==> src/rtl/regfile_write_arbiter.sv <==
// Round-robin arbiter for the register file write port, shared by writeback sources A and B.
// Define WB_SCOREBOARD_EN to build the outstanding-write scoreboard that drives o_busy.
module regfile_write_arbiter #(
    parameter int DATA_WIDTH  = 32,
    parameter bit FIRST_GRANT = 1'b0
) (
    input  logic                  i_clock,
    input  logic                  i_ctrl_reset,
    input  logic                  i_a_valid,
    input  logic [4:0]            i_a_reg,
    input  logic [DATA_WIDTH-1:0] i_a_data,
    output logic                  o_a_ready,
    input  logic                  i_b_valid,
    input  logic [4:0]            i_b_reg,
    input  logic [DATA_WIDTH-1:0] i_b_data,
    output logic                  o_b_ready,
    output logic                  o_wr_en,
    output logic [4:0]            o_wr_reg,
    output logic [DATA_WIDTH-1:0] o_wr_data,
    output logic [31:0]           o_wr_onehot,
    input  logic                  i_issue_en,
    input  logic [4:0]            i_issue_reg,
    output logic [31:0]           o_busy
);

    logic                  r_last_grant;
    logic                  r_wr_en;
    logic [4:0]            r_wr_reg;
    logic [DATA_WIDTH-1:0] r_wr_data;
    logic [31:0]           r_wr_onehot;

    logic                  w_grant_a;
    logic                  w_grant_b;
    logic                  w_transfer;
    logic [4:0]            w_sel_reg;
    logic [DATA_WIDTH-1:0] w_sel_data;
    logic [31:0]           w_onehot_next;

    // last_grant: 0 = A won last, 1 = B won last. Contested cycles go to the other one.
    always_comb begin
        w_grant_a = 1'b0;
        w_grant_b = 1'b0;
        if (!i_ctrl_reset) begin
            w_grant_a = i_a_valid && (!i_b_valid || r_last_grant);
            w_grant_b = i_b_valid && (!i_a_valid || !r_last_grant);
        end
    end

    assign w_transfer = w_grant_a || w_grant_b;
    assign w_sel_reg  = w_grant_b ? i_b_reg  : i_a_reg;
    assign w_sel_data = w_grant_b ? i_b_data : i_a_data;

    // Register 0 decodes to nothing, so a write to it completes the handshake but never lands.
    always_comb begin
        w_onehot_next = '0;
        if (w_transfer) begin
            w_onehot_next = (32'd1 << w_sel_reg) & ~32'd1;
        end
    end

    always_ff @(posedge i_clock) begin
        if (i_ctrl_reset) begin
            r_last_grant <= ~FIRST_GRANT;
            r_wr_en      <= 1'b0;
            r_wr_reg     <= '0;
            r_wr_data    <= '0;
            r_wr_onehot  <= '0;
        end else begin
            r_wr_en     <= |w_onehot_next;
            r_wr_onehot <= w_onehot_next;
            if (w_transfer) begin
                r_last_grant <= w_grant_b;
                r_wr_reg     <= w_sel_reg;
                r_wr_data    <= w_sel_data;
            end
        end
    end

    assign o_a_ready   = w_grant_a;
    assign o_b_ready   = w_grant_b;
    assign o_wr_en     = r_wr_en;
    assign o_wr_reg    = r_wr_reg;
    assign o_wr_data   = r_wr_data;
    assign o_wr_onehot = r_wr_onehot;

`ifdef WB_SCOREBOARD_EN
    logic [31:0] r_busy;
    logic [31:0] w_set_mask;

    always_comb begin
        w_set_mask = '0;
        if (i_issue_en) begin
            w_set_mask = (32'd1 << i_issue_reg) & ~32'd1;
        end
    end

    // Clear uses the decode being captured this edge; a same-edge issue re-sets the bit.
    always_ff @(posedge i_clock) begin
        if (i_ctrl_reset) begin
            r_busy <= '0;
        end else begin
            r_busy <= ((r_busy & ~w_onehot_next) | w_set_mask) & ~32'd1;
        end
    end

    assign o_busy = r_busy;
`else
    logic w_unused_issue;
    assign w_unused_issue = ^{i_issue_en, i_issue_reg};
    assign o_busy         = '0;
`endif

endmodule

==> config.mk <==
export PLATFORM = sky130hd
export DESIGN_NAME = regfile_write_arbiter
export DESIGN_NICKNAME = d
export VERILOG_FILES = /design/src/rtl/regfile_write_arbiter.sv
export SDC_FILE = /design/constraint.sdc
export NUM_CORES = 1
export LEC_CHECK = 0
export ABC_AREA = 1
export CAP_MARGIN = 15
export CORE_AREA = 2 2 102 104
export CTS_CLUSTER_SIZE = 20
export DETAILED_ROUTE_END_ITERATION = 16
export DIE_AREA = 0 0 104 106
export GPL_TIMING_DRIVEN = 0
export PLACE_DENSITY = 0.76
export RECOVER_POWER = 50
export SLEW_MARGIN = 20
export SYNTH_ARGS = -nofsm -noshare
export SYNTH_HDL_FRONTEND = slang
export SYNTH_SLANG_ARGS = --single-unit
==> constraint.sdc <==
create_clock -name i_clock -period 3.25 [get_ports i_clock]
set_clock_uncertainty 0.1 [all_clocks]
set_input_delay 0.8125 -clock i_clock [delete_from_list [all_inputs] [get_ports i_clock]]
set_output_delay 0.8125 -clock i_clock [all_outputs]
set_load 0.02 [all_outputs]
==> results of run 1 <==
==> placed cells by master (no fill, tap or decap) <==
master,Yosys,final
o21ai_0,1,1
clkinv_2,0,1
or2_1,1,1
dlymetal6s2s_1,0,2
nand2_4,0,1
buf_2,8,7
nor2_2,1,1
nand4_1,3,3
nand2_1,93,96
clkinvlp_4,0,2
nand2_2,10,6
o211ai_1,38,38
clkbuf_8,0,10
inv_6,0,1
bufinv_16,0,1
conb_1,1,33
clkdlybuf4s50_1,0,84
clkbuf_1,8,8
dlygate4sd3_1,0,61
nand3_1,52,53
nor3_1,8,8
nor2_1,24,25
buf_1,3,3
a41o_1,1,1
inv_1,68,67
a211oi_1,1,1
clkinv_1,0,1
inv_2,3,2
nand3b_1,1,1
nand3_4,1,1
clkdlybuf4s15_2,0,1
dfxtp_1,70,70
buf_8,0,1
buf_4,33,35
clkinv_4,0,2
==> power groups by stage <==
stage / Combinational (W) / Sequential (W) / Clock, W
5_1_grt: 0.000531 / 0.000928 / 0.000766
6_report: 0.000488 / 0.000923 / 0.000701
3_5_place_dp: 0.000501 / 0.000942 / 0
4_1_cts: 0.000506 / 0.000924 / 0.000724
2_1_floorplan: 0.000219 / 0.000993 / 0
3_3_place_gp: 0.000495 / 0.000942 / 0
==> metrics by stage <==
| stage | utilization [%] | cells | setup slack [ps] |
|---|---|---|---|
| 3_3_place_gp | 49.7 | 748 | -546 |
| 4_1_cts | 52.0 | 765 | 13.9 |
| 2_1_floorplan | - | 464 | 775 |
| 6_report | 51.9 | 765 | 79.1 |
| 3_5_place_dp | 49.7 | 748 | -573 |
| 5_1_grt | 51.9 | 765 | 35.8 |
==> metal layers <==
layer | vias to the layer above | routed length [um]
met5 | - | 0
met4 | 0 | 161
met3 | 14 | 831
li1 | 1683 | -
met2 | 141 | 4400
met1 | 1449 | 3620
==> worst min-delay path: cells and delay by family, from the launching register on <==
kind            cells  cell delay (ps)
compound gates      1               90
buf+inv             1               50
flops               1              320
==> cells in the mapped netlist <==
master / n
or2_1: 1
clkbuf_1: 8
nand2_2: 10
buf_2: 8
nor3_1: 8
nand2_1: 93
inv_1: 68
dfxtp_1: 70
o211ai_1: 38
nand4_1: 3
nor2_4: 1
o21ai_0: 1
a41o_1: 1
buf_1: 3
nand3_4: 1
nor2_1: 24
nand3_2: 1
buf_4: 33
inv_2: 3
nand3_1: 52
nand3b_1: 1
conb_1: 1
nor2_2: 1
a211oi_1: 1
buf_6: 1
==> worst paths after layout <==
check	from	to	depth (start not counted)
setup / recovery	i_b_valid	o_a_ready	3
hold / removal	o_wr_data[13]$_SDFFE_PP0P_	o_wr_data[13]$_SDFFE_PP0P_	2
setup reg to reg	r_last_grant$_SDFFE_PP1P_	o_wr_en$_SDFF_PP0_	12
hold reg to reg	o_wr_data[13]$_SDFFE_PP0P_	o_wr_data[13]$_SDFFE_PP0P_	2
==> repair_timing <==
action / 4_1_cts / 5_1_grt
endpoints found under the hold margin: 0 / 0
resized for setup: 7 / 2
setup buffers: 1 / 0
endpoints found under the setup margin: 1 / 1
==> cells by family after synthesis <==
logic type / Yosys count / synth area share [%]
AO/OA/AOI/OAI: 41 / 9.62
buffers and inverters: 124 / 19.0
AND/OR/NAND/NOR: 196 / 27.5
other: 1 / 0.117
flip-flops: 70 / 43.8
==> cell type report <==
type,instances,area (sq um)
Fill cell,954,4810
Timing Repair Buffer,149,1500
Sequential cell,70,1400
Multi-Input combinational cell,270,1300
Buffer,53,347
Inverter,71,270
Tap cell,136,170
Clock buffer,10,138
Clock inverter,6,68.8
==> impl_metrics.csv, run 1 <==
group,metric,value,unit
synthesis,netlist_instances,432,
synthesis,synth_top_area_share,43.8,%
global_routing,grt_pass1_wl,14300,um
power,power,0.00211,W
timing,rsz0062_at_grt,"no",
timing,fin_tns_setup,0,ps
timing,period_minus_slack,3170,ps
cells_and_area,syn_to_final_growth,62.1,%
floorplanning,start_util,32.0,%
placement,place_congestion,0.894,
detailed_routing,ant_nets,0,
timing,drv_slew,0,
floorplanning,die-width,104,um
critical_path,path_buf_inv,2,
clock_network,cts_buffers,9,
critical_path,worstPathArrival,2260,ps
detailed_routing,drc,0,
power,power_frac_comb,23.1,%
power,p_switching,0.000603,W
detailed_routing,vias,3287,
power,p_leak,2.72,nW
timing,finalHoldViolCount,0,
critical_path,cp_data_required_time,2340,ps
timing,fmax,315,MHz
floorplanning,fp-row-count,37,
power,p_int,0.00151,W
timing,period_share,97.6,%
synthesis,ys.warnings.count,0,
floorplanning,die_y,106,um
timing,slew-limit-headroom,57.1,%
min_path,worstHoldPathType,"flip-flop to flip-flop",
cells_and_area,drive_gt1_share,11.4,%
critical_path,path_max_fanout,4,
clock_network,htreeDepth,3,
synthesis,post_synth.cell_area_avg,7.41,sq um
clock_network,cts.clk_slew.worst_paths,70,ps
timing,worst_pin_slew,641,ps
critical_path,end_kind,"output pin",
flow_run,drv_cap,0,
cells_and_area,n_antenna_cell,0,
synthesis,synth_area_leaders,"dfxtp_1, nand2_1, o211ai_1",
power,switching_share,28.6,%
clock_network,root_buffer,"clkbuf_8",
critical_path,r2r_slack,1410,ps
clock_network,cts_tree,"done",
cells_and_area,stdcell_area,5190,sq um
clock_network,clockBufferDepth,2,
critical_path,slowest_delay,660,ps
global_routing,use_met3,6.01,%
placement,placed_area,4970,sq um
detailed_routing,wire_per_inst,11.8,um
critical_path,startpoint_type,"primary input",
detailed_routing,drt_wl_total,9010,um
global_routing,first_global_vias,3166,
synthesis,yosysTopAreaCell,"dfxtp_1",
critical_path,crit_chain,"clkdlybuf4s50_1, a211oi_1, clkdlybuf4s50_1",
cells_and_area,largest_register_ffs,32,
critical_path,crit_type,"primary input to output pin",
floorplanning,dieArea,11000,sq um
power,p_seq_share,43.7,%
global_routing,grt_overflow,0,
clock_network,ctsHoldBuffers,0,
critical_path,critPathTopFamily,"buffers and inverters",
global_routing,grt_use_total,16.2,%
detailed_routing,vias_per_cell,4.30,
detailed_routing,drtIter0Drc,86,
timing,setup_viol,0,
global_routing,grt_max_degree,14,
status,outcome,"complete, no violations",
synthesis,seq_area_frac_synth,43.8,%
cells_and_area,finalNetCount,708,
floorplanning,coreArea,10000,sq um
clock_network,clkSinkCount,70,
global_routing,antenna_found_initial,0,
power,power.density,407,nW/um^2
placement,hpwl,7250,um
clock_network,clkLatencyLatePin,330,ps
floorplanning,pin_count,188,
synthesis,syn-cell-area,3200,sq um
power,ir_worst_vdd,0.000253,V
global_routing,met2_usage,29.2,%
global_routing,grtUsageMet1,17.3,%
timing,whs,392,ps
synthesis,ys_seq_elements,70,
global_routing,busiest_layer,"met2",
critical_path,crit_path_top_delay_cell,"clkdlybuf4s50_1",
power,clkPwrFrac,33.2,%
synthesis,yosys.cell_types.count,25,
critical_path,path_common_cell,"clkdlybuf4s50_1",
detailed_routing,first_pass_iters,4,
placement,port_buffers,148,
(Power assumes the default switching activity.)
==> run 2: changes to the inputs <==
--- a/config.mk
+++ b/config.mk
@@ -8,13 +8,13 @@
 export ABC_AREA = 1
 export CAP_MARGIN = 15
 export CORE_AREA = 2 2 102 104
-export CTS_CLUSTER_SIZE = 20
+export CTS_CLUSTER_SIZE = 30
 export DETAILED_ROUTE_END_ITERATION = 16
 export DIE_AREA = 0 0 104 106
 export GPL_TIMING_DRIVEN = 0
 export PLACE_DENSITY = 0.76
 export RECOVER_POWER = 50
-export SLEW_MARGIN = 20
+export SLEW_MARGIN = 25
 export SYNTH_ARGS = -nofsm -noshare
 export SYNTH_HDL_FRONTEND = slang
 export SYNTH_SLANG_ARGS = --single-unit
==> results of run 2 <==
Final layout, timing and power as in run 1 (identical DEF).
